File: src/rtl/instr_fetch_unit.sv
// Instruction fetch front end: writable program memory feeding a PC with start/run/halt control.
// pc and instruction update on the edge that samples the request; one word per cycle, never stalls.
module instr_fetch_unit #(
  parameter int                     INSTR_WIDTH = 8,
  parameter int                     ADDR_WIDTH  = 4,
  parameter int                     DEPTH       = 16,
  parameter bit                     WRAP        = 1'b1,
  parameter logic [INSTR_WIDTH-1:0] NOP         = '0
) (
  input  logic                   clock,
  input  logic                   resetnot,
  input  logic                   load_en,
  input  logic [ADDR_WIDTH-1:0]  load_addr,
  input  logic [INSTR_WIDTH-1:0] load_data,
  input  logic [ADDR_WIDTH:0]    prog_len,
  input  logic                   start,
  input  logic                   increment,
  input  logic                   jump,
  input  logic [ADDR_WIDTH-1:0]  jump_target,
  output logic [INSTR_WIDTH-1:0] instruction,
  output logic [ADDR_WIDTH-1:0]  pc,
  output logic                   valid,
  output logic                   halted,
  output logic                   fault
);

  localparam int              LW      = ADDR_WIDTH + 1;
  localparam logic [LW-1:0]   DEPTH_L = LW'(DEPTH);

  typedef enum logic [1:0] {
    IDLE = 2'd0,
    RUN  = 2'd1,
    HALT = 2'd2
  } state_t;

  state_t                 state;
  state_t                 state_nxt;
  logic [INSTR_WIDTH-1:0] mem [DEPTH];
  logic [ADDR_WIDTH-1:0]  pc_nxt;
  logic [ADDR_WIDTH-1:0]  pc_inc;
  logic [INSTR_WIDTH-1:0] instr_nxt;
  logic [INSTR_WIDTH-1:0] mem0_thru;
  logic                   valid_nxt;
  logic                   fault_nxt;
  logic                   load_ok;
  logic                   at_last;
  logic [LW-1:0]          len_q;
  logic [LW-1:0]          len_nxt;
  logic [LW-1:0]          len_clamp;

  assign load_ok   = load_en && (state != RUN) && ({1'b0, load_addr} < DEPTH_L);
  // A load to word 0 on the start edge must be visible in the first fetch.
  assign mem0_thru = (load_ok && (load_addr == '0)) ? load_data : mem[0];
  assign len_clamp = (prog_len > DEPTH_L) ? DEPTH_L : prog_len;
  assign pc_inc    = pc + ADDR_WIDTH'(1);
  assign at_last   = ({1'b0, pc} == (len_q - LW'(1)));
  assign halted    = (state == HALT);

  always_ff @(posedge clock or negedge resetnot) begin
    if (!resetnot) begin
      for (int i = 0; i < DEPTH; i++) begin
        mem[i] <= NOP;
      end
    end else if (load_ok) begin
      mem[load_addr] <= load_data;
    end
  end

  always_ff @(posedge clock or negedge resetnot) begin
    if (!resetnot) begin
      state       <= IDLE;
      pc          <= '0;
      instruction <= NOP;
      valid       <= 1'b0;
      fault       <= 1'b0;
      len_q       <= '0;
    end else begin
      state       <= state_nxt;
      pc          <= pc_nxt;
      instruction <= instr_nxt;
      valid       <= valid_nxt;
      fault       <= fault_nxt;
      len_q       <= len_nxt;
    end
  end

  always_comb begin
    state_nxt = state;
    pc_nxt    = pc;
    instr_nxt = instruction;
    valid_nxt = valid;
    fault_nxt = fault;
    len_nxt   = len_q;
    case (state)
      IDLE, HALT: begin
        if (start) begin
          len_nxt = len_clamp;
          if (len_clamp == '0) begin
            state_nxt = HALT;
            fault_nxt = 1'b1;
            valid_nxt = 1'b0;
            instr_nxt = NOP;
          end else begin
            state_nxt = RUN;
            pc_nxt    = '0;
            instr_nxt = mem0_thru;
            valid_nxt = 1'b1;
            fault_nxt = 1'b0;
          end
        end
      end
      RUN: begin
        if (jump) begin
          if ({1'b0, jump_target} < len_q) begin
            pc_nxt    = jump_target;
            instr_nxt = mem[jump_target];
          end else begin
            state_nxt = HALT;
            fault_nxt = 1'b1;
            valid_nxt = 1'b0;
            instr_nxt = NOP;
          end
        end else if (increment) begin
          if (!at_last) begin
            pc_nxt    = pc_inc;
            instr_nxt = mem[pc_inc];
          end else if (WRAP) begin
            pc_nxt    = '0;
            instr_nxt = mem[0];
          end else begin
            state_nxt = HALT;
            valid_nxt = 1'b0;
            instr_nxt = NOP;
          end
        end
      end
      default: begin
        state_nxt = IDLE;
        valid_nxt = 1'b0;
        instr_nxt = NOP;
      end
    endcase
  end

endmodule

File: config.mk
export PLATFORM = sky130hd
export DESIGN_NAME = instr_fetch_unit
export DESIGN_NICKNAME = d
export VERILOG_FILES = /design/src/rtl/instr_fetch_unit.sv
export SDC_FILE = /design/constraint.sdc
export NUM_CORES = 1
export LEC_CHECK = 0
export ABC_AREA = 0
export BUFFER_PORTS_ARGS = -buffer_cell sky130_fd_sc_hd__buf_2
export CAP_MARGIN = 5
export CORE_MARGIN = 5
export CORE_UTILIZATION = 25
export CTS_CLUSTER_SIZE = 30
export DETAILED_ROUTE_END_ITERATION = 6
export PLACE_DENSITY_LB_ADDON = 0.1
export SYNTH_ARGS = -nofsm -noshare
export SYNTH_HDL_FRONTEND = slang
export SYNTH_SLANG_ARGS = --single-unit
File: constraint.sdc
create_clock -name clock -period 2.27 [get_ports clock]
set_clock_uncertainty 0.15 [all_clocks]
set_input_delay 0.227 -clock clock [delete_from_list [all_inputs] [get_ports clock]]
set_output_delay 0.227 -clock clock [all_outputs]
set_load 0.03 [all_outputs]
Yosys cells after proc, flatten, opt, wreduce, memory -nomap -nowiden

Cells that the tools add are included.

Bits in registers: 149
Input bits: 27
Output and inout port bits: 15
Word-level logic and storage cells: 96

$add $sub $neg: 2
Order comparisons: 6
Equal/unequal tests: 10
Multiplexer cells: 40
Bitwise gates (word level): 3
Reductions and logical operators: 13

Operators by type and width:

| operator                                                             | number |
|---|---|
| 128-bit bitwise mux                                                  | 1 |
| 8-bit two-way mux                                                    | 12 |
| 8-bit binary-select mux with 4-bit select                            | 2 |
| 8-bit demux with 4-bit select                                        | 1 |
| 4-bit two-way mux                                                    | 6 |
| 8-bit one-hot mux with 2 select lines                                | 1 |
| 5-bit greater-or-equal comparator, second input constant             | 3 |
| 4-bit inverter with 5-bit output                                     | 3 |
| 1-bit two-way mux                                                    | 8 |
| 2-bit two-way mux                                                    | 4 |
| 2-bit != test, second input constant                                 | 4 |
| 4-bit one-hot mux with 2 select lines                                | 1 |
| 3-bit != test, second input constant                                 | 2 |
| 4-bit by 5-bit equality test with 1-bit output                       | 1 |
| 5-bit > comparator, second input constant                            | 1 |
| 5-bit zero test                                                      | 1 |
| 4-bit by 5-bit < comparator with 1-bit output                        | 1 |
| 5-bit by 1-bit < comparator with 1-bit output, second input constant | 1 |
| 5-bit two-way mux                                                    | 1 |
| 5-bit AND reduction                                                  | 1 |
| 5-bit by 1-bit subtractor with 5-bit output, second input constant   | 1 |
| 4-bit by 1-bit adder with 4-bit output, second input constant        | 1 |
| 4-bit zero test                                                      | 1 |
| 1-bit one-hot mux with 2 select lines                                | 2 |
| other kinds (11)                                                     | 14 |

Logic depth before layout (Yosys ltp)

Gate-level depths: netlist of run 1.

Depth in word-level cells: 9
Gate-level depth with buffers: 9
Mapped depth without buffers: 8

Worst setup path before layout of run 1

Ideal clock, no wire load.

Path type: flip-flop to flip-flop
Start: reg pc[1]
End: reg instruction[2]
Setup time: 0.127 ns
Arrival time: 2.224 ns
Required time: 1.993 ns
Path slack: -0.231 ns
Cell stages (with the launch flop): 9
Path buffers: 2
Clock period less this slack: 2.501 ns
Path through: dfrtp_1 > ha_1 > buf_2 > buf_4 > mux4_2 > nand2_1 > a31oi_1 > a221oi_1 > o21ai_1

Cells in the longest elaborated chain, start to end: 9
Elaborated cells between the ends (all ways): 10
Those cells by class: 1 x add/sub; 1 x eq/ne; 7 x mux; 1 x bitwise

RTL lines:

| what                                                   | RTL line | source |
|---|---|---|
| start, declared                                        | 21       | `output logic [ADDR_WIDTH-1:0] pc,` |
| start signal, assigned                                 | 79       | `pc <= pc_nxt;` |
| 4-bit by 1-bit adder with 4-bit output                 | 55       | `assign pc_inc = pc + ADDR_WIDTH'(1);` |
| 4-bit inverter with 5-bit output (not written as such) | 126      | `instr_nxt = mem[pc_inc];` |
| 8-bit binary-select mux with 4-bit select              | 126      |  |
| 8-bit two-way mux (not written as such) (2 in a row)   | 126      |  |
| 8-bit two-way mux (*)                                  | 124      | `if (!at_last) begin` |
| 8-bit two-way mux (*)                                  | 123      | `end else if (increment) begin` |
| 8-bit two-way mux (*)                                  | 113      | `if (jump) begin` |
| 8-bit one-hot mux with 2 select lines (*)              | 94       | `case (state)` |
| end signal, assigned                                   | 80       | `instruction <= instr_nxt;` |
| end, declared                                          | 20       | `output logic [INSTR_WIDTH-1:0] instruction,` |

Every way passes the cells marked *; elsewhere a longest branch is shown, timed or not. The select of a mux whose other input is x is not followed.
A chain may end at the register's enable or synchronous reset.

Final worst setup path of run 1

Start: reg pc[0]
End: reg instruction[5]

Same word-level chain as after synthesis.

==> qor.yml, run 1 <==
routing:
  firstDrtPassIters: 5
  drtIter0Drc: 327
  drc: 0
  top_layer: "met4"
  wirelength_met1_mm: 11.45
  wl_met2_mm: 12.32
  routed-wl-met3_mm: 1.157
  wl_per_cell_um: 22.40
  drt-total-wl_mm: 25.44
  viasPerCell: 4.912
  ant_nets: 0
  vias: 5580
setup_path:
  worstRegToRegCells: 7
  max_stage_delay_ns: 0.51
  cp-endpoint: "instruction[5]"
  crit_buf_inv: 1
  crit_chain: "ha_4 > buf_12 > mux4_2 > nand2_1 > a31oi_1 > a221oi_1 > o21ai_1"
  critical-path-slowest-cell: "mux4_2"
  worstSetupStartpoint: "pc[0]"
  cp.required_ns: 2.43
  end_kind: "flip-flop"
  r2r_end: "instruction[5]"
  path_class: "reg2reg"
  r2r-start: "pc[0]"
  cp_top_family: "multiplexers"
  r2r_slack_ns: 0.07
  critical_path_peak_fanout: 18
  worstPathArrival_ns: 2.37
  cp_num_cells: 7
  critPathLaunchType: "flip-flop"
flow_run:
  cap_violations: 0
timing:
  tightest_slew_ns: 1.168
  hold_violations: 0
  finalSetupTns_ns: 0
  rsz0062_at_grt: "true"
  period_share: 0.9700
  fmaxAchievable_ghz: 0.4542
  whs_ns: 0.1454
  final_max_slew_viol_count: 0
  finalCriticalPeriod_ns: 2.202
  slew_headroom: 0.2188
  setup_violations: 0
layout:
  mostFrequentLayoutCells: "dfrtp_1, mux2_2, mux4_2"
  final_common_cell: "dfrtp_1"
  drive_gt1_frac: 0.4928
  final_nets: 716
  num_antenna_cells: 0
  syn_to_final_growth_pct: 24.64
global_route:
  grt_usage: 0.1437
  antenna_found_initial: 0
  grt_max_degree: 46
  grt_overflow: 0
  grt_pass1_vias: 5916
  grt_pass1_wl_mm: 38.52
floorplanning:
  dieWidth_um: 190.7
  io_pins: 42
  num_rows: 66
  initial_core_util: 0.2520
  die-area_um2: 36350
  core_um2: 32370
  die_h_um: 190.7
synth:
  ys_seq_area_frac: 0.4570
  async_flop_share: 1.000
  ys.flop_type: "dfrtp_1"
  yosysWarnings: 0
  syn_avg_cell_area_um2: 13.81
  synth_area_um2: 8159
  synth.area.top_cells: "dfrtp_1, mux4_2, mux2_2"
  yosysUniqueCellTypes: 44
  syn_nets: 623
  synth_edf_count: 0
  synth_seq_cells: 149
  netlist_instances: 591
  yosysTopAreaCell: "dfrtp_1"
  synth_top_area_share: 0.4570
min_path:
  hold_depth: 2
  hold_path.class: "in2reg"
cts:
  clk_latency_ns: 0.43
  htreeDepth: 4
  cts_tree: "built"
  numCtsBuffers: 17
  clkTransAtPathRegs_ns: 0.06
  root_buffer: "clkbuf_16"
  cts_buffer_depth: 2
  cts.sinks: 149
placement:
  hpwlAfterDp_mm: 17.92
  place.gp.congestion: 0.8041
  port_buffers: 41
status:
  status: "completed"
power_and_ir_drop:
  power_density_nw_per_um2: 1414
  peakVddDrop_v: 0.0005795
  leakage_nw: 4.321
-- timing repair --
action,in CTS,in global routing
gates cloned,0,0
setup buffers,0,6
hold endpoints to repair,49,0
endpoints found under the setup margin,2,8
hold buffers,10,0
pin swaps,2,3
gates resized for setup,0,7
-- stage by stage --
step | total power [W] | utilization | worst slack [ns] | area (µm²) | std cells
2_1_floorplan | 0.008998 | - | -0.007929 | 8190 | 591
3_3_place_gp | 0.01090 | 0.2876 | 0.03998 | 9309 | 1091
3_5_place_dp | 0.01101 | 0.2876 | -0.006462 | 9309 | 1091
4_1_cts | 0.01441 | 0.3117 | 0.004495 | 10090 | 1130
5_1_grt | 0.01523 | 0.3142 | -0.03649 | 10170 | 1136
6_report | 0.01438 | 0.3142 | 0.06817 | 10170 | 1136
-- metal layers --
layer | track usage | vias to the layer above
li1 | - | 2460
met1 | 0.1927 | 2962
met2 | 0.2319 | 133
met3 | 0.03680 | 25
met4 | 0.03978 | 0
met5 | 0 | -
-- sequential cells by signal, summed over array words and instances (netlist names) --
signal,flops
mem,128
instruction,8
len_q,5
pc,4
state,2
fault,1
valid,1
-- cell usage after synthesis (all sizes together), types with 2 or more instances --
| cell type | number |
|---|---|
| o21ai | 19 |
| o2bb2ai | 4 |
| a31oi | 9 |
| nor3 | 5 |
| a21oi | 7 |
| a221oi | 8 |
| mux2 | 129 |
| nor2b | 6 |
| o32ai | 2 |
| mux2i | 7 |
| a22oi | 9 |
| dfrtp | 149 |
| buf | 19 |
| nand2b | 11 |
| inv | 9 |
| xor2 | 5 |
| ha | 5 |
| a211o | 7 |
| xnor2 | 6 |
| o22ai | 7 |
| mux4 | 64 |
| nand2 | 49 |
| nand3 | 15 |
| clkbuf | 16 |
| nand4b | 2 |
| nor2 | 13 |
-- power by group --
group	switching, W	total [W]	internal (W)
combinational	0.00266	0.00606	0.00339
sequential	0.00107	0.00500	0.00393
clock	0.00112	0.00333	0.00221
-- cell type report --
class	instances	area (µm²)
Sequential cell	149	3731
Clock buffer	19	452.9
Inverter	9	33.78
Clock inverter	10	227.7
Tap cell	442	553.0
Fill cell	3259	22200
Multi-Input combinational cell	398	4258
Timing Repair Buffer	109	913.4
-- how the worst min path moves through the flow --
| stage | start | to | slack (ns) |
|---|---|---|---|
| finish | load_data[4] | mem[68] | 0.15 |
| detailed placement | resetnot | state[1] | 0.06 |
| CTS | load_data[4] | mem[68] | 0.14 |
| global route | load_data[5] | mem[5] | 0.16 |
| floorplan | resetnot | fault | -0.22 |
| global placement | resetnot | valid | 0.07 |
-- cell families (layout without fill, tap and decap cells) --
logic type / Yosys count / after routing / share of synthesized area
AOI/OAI and AO/OA: 74 / 74 / 0.06088
xor gates and xnor gates: 11 / 11 / 0.01181
adders and majority gates: 5 / 5 / 0.007668
buffers and inverters: 44 / 147 / 0.02745
DFF: 149 / 149 / 0.4570
muxes: 200 / 200 / 0.3670
and+or+nand+nor: 108 / 108 / 0.06824
Power figures use the tool's default switching activity.
==> inputs of run 2 (changes only) <==
--- a/config.mk
+++ b/config.mk
@@ -8,8 +8,8 @@
 export ABC_AREA = 0
-export BUFFER_PORTS_ARGS = -buffer_cell sky130_fd_sc_hd__buf_2
 export CAP_MARGIN = 5
 export CORE_MARGIN = 5
-export CORE_UTILIZATION = 25
+export CORE_UTILIZATION = 35
 export CTS_CLUSTER_SIZE = 30
 export DETAILED_ROUTE_END_ITERATION = 6
+export DONT_BUFFER_PORTS = 1
 export PLACE_DENSITY_LB_ADDON = 0.1
--- a/constraint.sdc
+++ b/constraint.sdc
@@ -4,2 +4,2 @@
 set_output_delay 0.227 -clock clock [all_outputs]
-set_load 0.03 [all_outputs]
+set_load 0.02 [all_outputs]
==> qor.yml, run 2 (same netlist as run 1, synthesis figures left out) <==
status:
  status: "finished with violations"
  violations: "hold timing"
layout:
  multiInputGateArea_um2: 4333  # +1.8%
  fillers: 2107  # -35%
  final_nets: 678  # -5.3%
  num_antenna_cells: 0  # unchanged
  seq_area_um2: 3732  # about the same
  final_util: 0.4336  # +0.1194
  largest_register_ffs: 128  # unchanged
  mostFrequentLayoutCells: "dfrtp_1, mux2_2, mux4_2"
  syn_to_final_growth_pct: 21.04
  regMostFlops: "mem"
  final_common_cell: "dfrtp_1"
  final_area_um2: 9876  # -2.9%
  drive_gt1_frac: 0.4643  # -0.02846
  top_regs: "mem (128), instruction (8), len_q (5)"
global_route:
  grt_use_met1: 0.2496  # +0.05689
  top_usage_layer: "met2"
  grt_pass1_wl_mm: 37.65  # -2.3%
  grt_pass1_vias: 5986  # +1.2%
  antenna_found_initial: 0  # unchanged
  grt_max_degree: 150  # +230%
  grtUsageMet3: 0.04581  # +0.009011
  grt_overflow: 0  # unchanged
  use_met2: 0.3055  # +0.07354
  grt_usage: 0.1914  # +0.04771
setup_path:
  path_class: "reg2reg"
  crit_chain: "buf_4 > buf_4 > and3_1 > xor2_1 > buf_4 > nand3_1 > a221oi_1 > o21ai_1"
  worstPathArrival_ns: 2.38  # about the same
  critical_path_peak_fanout: 9  # -9
  max_stage_delay_ns: 0.38  # -0.13 ns
  critical-path-slowest-cell: "dfrtp_2"
  cp.required_ns: 2.43  # about the same
  end_kind: "flip-flop"
  worst_path_most_repeated_cell: "buf_4"
  critPathLaunchType: "flip-flop"
timing:
  slew_headroom: 0.2418  # +0.02299
  finalCriticalPeriod_ns: 2.219  # +0.01717 ns
  whs_ns: -0.6591  # -0.8044 ns
  setup_violations: 0  # unchanged
  period_share: 0.9775  # +0.007565
  rsz0062_at_grt: "true"
  fmaxAchievable_ghz: 0.4507  # -0.77%
  timing.final.ws_setup_ns: 0.05099  # -0.01717 ns
  hold_violations: 149  # +149
  final_max_slew_viol_count: 0  # unchanged
  tightest_slew_ns: 1.133  # -0.03436 ns
min_path:
  hold_path.class: "in2async"
routing:
  drtIter0Drc: 293  # -10%
  firstDrtPassIters: 4  # -1
  wl_per_cell_um: 25.34  # +13%
  vias: 5426  # -2.8%
  ant_nets: 0  # unchanged
  drc: 0  # unchanged
  viasPerCell: 5.582  # +14%
  drt-total-wl_mm: 24.63  # -3.2%
power_and_ir_drop:
  p_int_w: 0.009227  # -3.2%
  comb_power_share: 0.424  # +0.003
  pwr-share-clk: 0.214  # -0.017
  leakage_nw: 4.153  # -3.9%
  peakVddDrop_v: 0.0005797  # about the same
  power_frac_seq: 0.361  # +0.013
  p_sw_w: 0.004731  # -2.5%
  p_sw_frac: 0.3389  # +0.001559
  power_density_nw_per_um2: 1413  # about the same
cts:
  clk_latency_ns: 0.43  # about the same
  cts_buffer_depth: 2  # unchanged
  numCtsBuffers: 17  # unchanged
  htreeDepth: 4  # unchanged
  cts_tree: "built"
  clkTransAtPathRegs_ns: 0.06  # about the same
  cts.sinks: 149  # unchanged
  cts_hold_buf: 20  # +10
  root_buffer: "clkbuf_16"
placement:
  place.gp.congestion: 0.7583  # -5.7%
  post-place-ws_ns: -0.01971  # -0.01325 ns
  hpwlAfterDp_mm: 15.41  # -14%
  dpl_cell_area_um2: 8831  # -5.1%
  port_buffers: 0  # -100%
floorplanning:
  die-area_um2: 26460  # -27%
  dieWidth_um: 162.7  # -15%
  core_um2: 22780  # -30%
  initial_core_util: 0.3582  # +0.1061
  io_pins: 42  # unchanged
  die_h_um: 162.7  # -15%
  num_rows: 55  # -17%
flow_run:
  cap_violations: 0  # unchanged
[run 2: cell types whose count changed in the layout (fill, tap and decap cells not counted), moves of 3 or more]
cell / before / now
buf_2: 40 / 0
dlygate4sd3_1: 10 / 19
buf_4: 44 / 37
buf_12: 13 / 8
bufinv_16: 7 / 3
a221oi_1: 4 / 1
a221oi_2: 4 / 7
clkbuf_16: 17 / 20
[run 2: cell type report]
class                   instances  area share
multi-input cells             398      0.4387
inverters                       9    0.003421
flip-flops and latches        149      0.3779
repair buffers                 71     0.07754
clock buffers                  22     0.04802
well taps                     313     0.03966
clock inverters                10     0.01470
[run 2: repair_timing]
item,4_1_cts,5_1_grt
cloned,0,3
resized for setup,1,23
pin swaps,1,8
setup buffers,0,3
endpoints found under the setup margin,7,11
endpoints found under the hold margin,297,149
[run 2: path summary, 6_finish.rpt]
kind | from | to | slack (ns) | cells past startpoint
worst min register to register | mem[8] | mem[8] | 0.38 | 1
max in group asynchronous | resetnot | pc[0] | 2.41 | 0
worst max-delay path | pc[0] | instruction[7] | 0.05 | 8
worst max register to register | pc[0] | instruction[7] | 0.05 | 8
min in group clock | jump | state[0] | 0.03 | 4
worst min-delay path | resetnot | mem[18] | -0.66 | 0
[run 2: power groups by stage]
stage / combinational (W) / sequential [W] / clock [W]
floorplan: 0.00419 / 0.00472 / 0
global placement: 0.00543 / 0.00500 / 0
detailed placement: 0.00551 / 0.00506 / 0
CTS: 0.00562 / 0.00502 / 0.00307
global route: 0.00638 / 0.00524 / 0.00317
finish: 0.00593 / 0.00505 / 0.00299
[run 2: worst max-delay path: cells and delay by family (launching register included)]
family | cells | cell delay (ns)
flip-flops | 1 | 0.38
AND/OR/NAND/NOR | 2 | 0.40
AO/OA/AOI/OAI | 2 | 0.39
XOR/XNOR | 1 | 0.16
buffers and inverters | 3 | 0.60
[run 2: routing by layer]
layer	vias to the layer above	part of all wire
met2	129	0.47
met4	0	0.036
met3	51	0.052
met1	2864	0.44
li1	2382	-
met5	-	0
[run 2: stage by stage]
stage | std cells | TNS (ns) | hold WS (ns) | total power [W]
global placement | 914 | 0 | -0.2103 | 0.01043
detailed placement | 914 | -0.06107 | -0.2111 | 0.01057
CTS | 966 | 0 | -0.6738 | 0.01371
finish | 972 | 0 | -0.6591 | 0.01396
global route | 972 | -0.06184 | -0.6783 | 0.01480
floorplan | 591 | 0 | -0.2186 | 0.008908
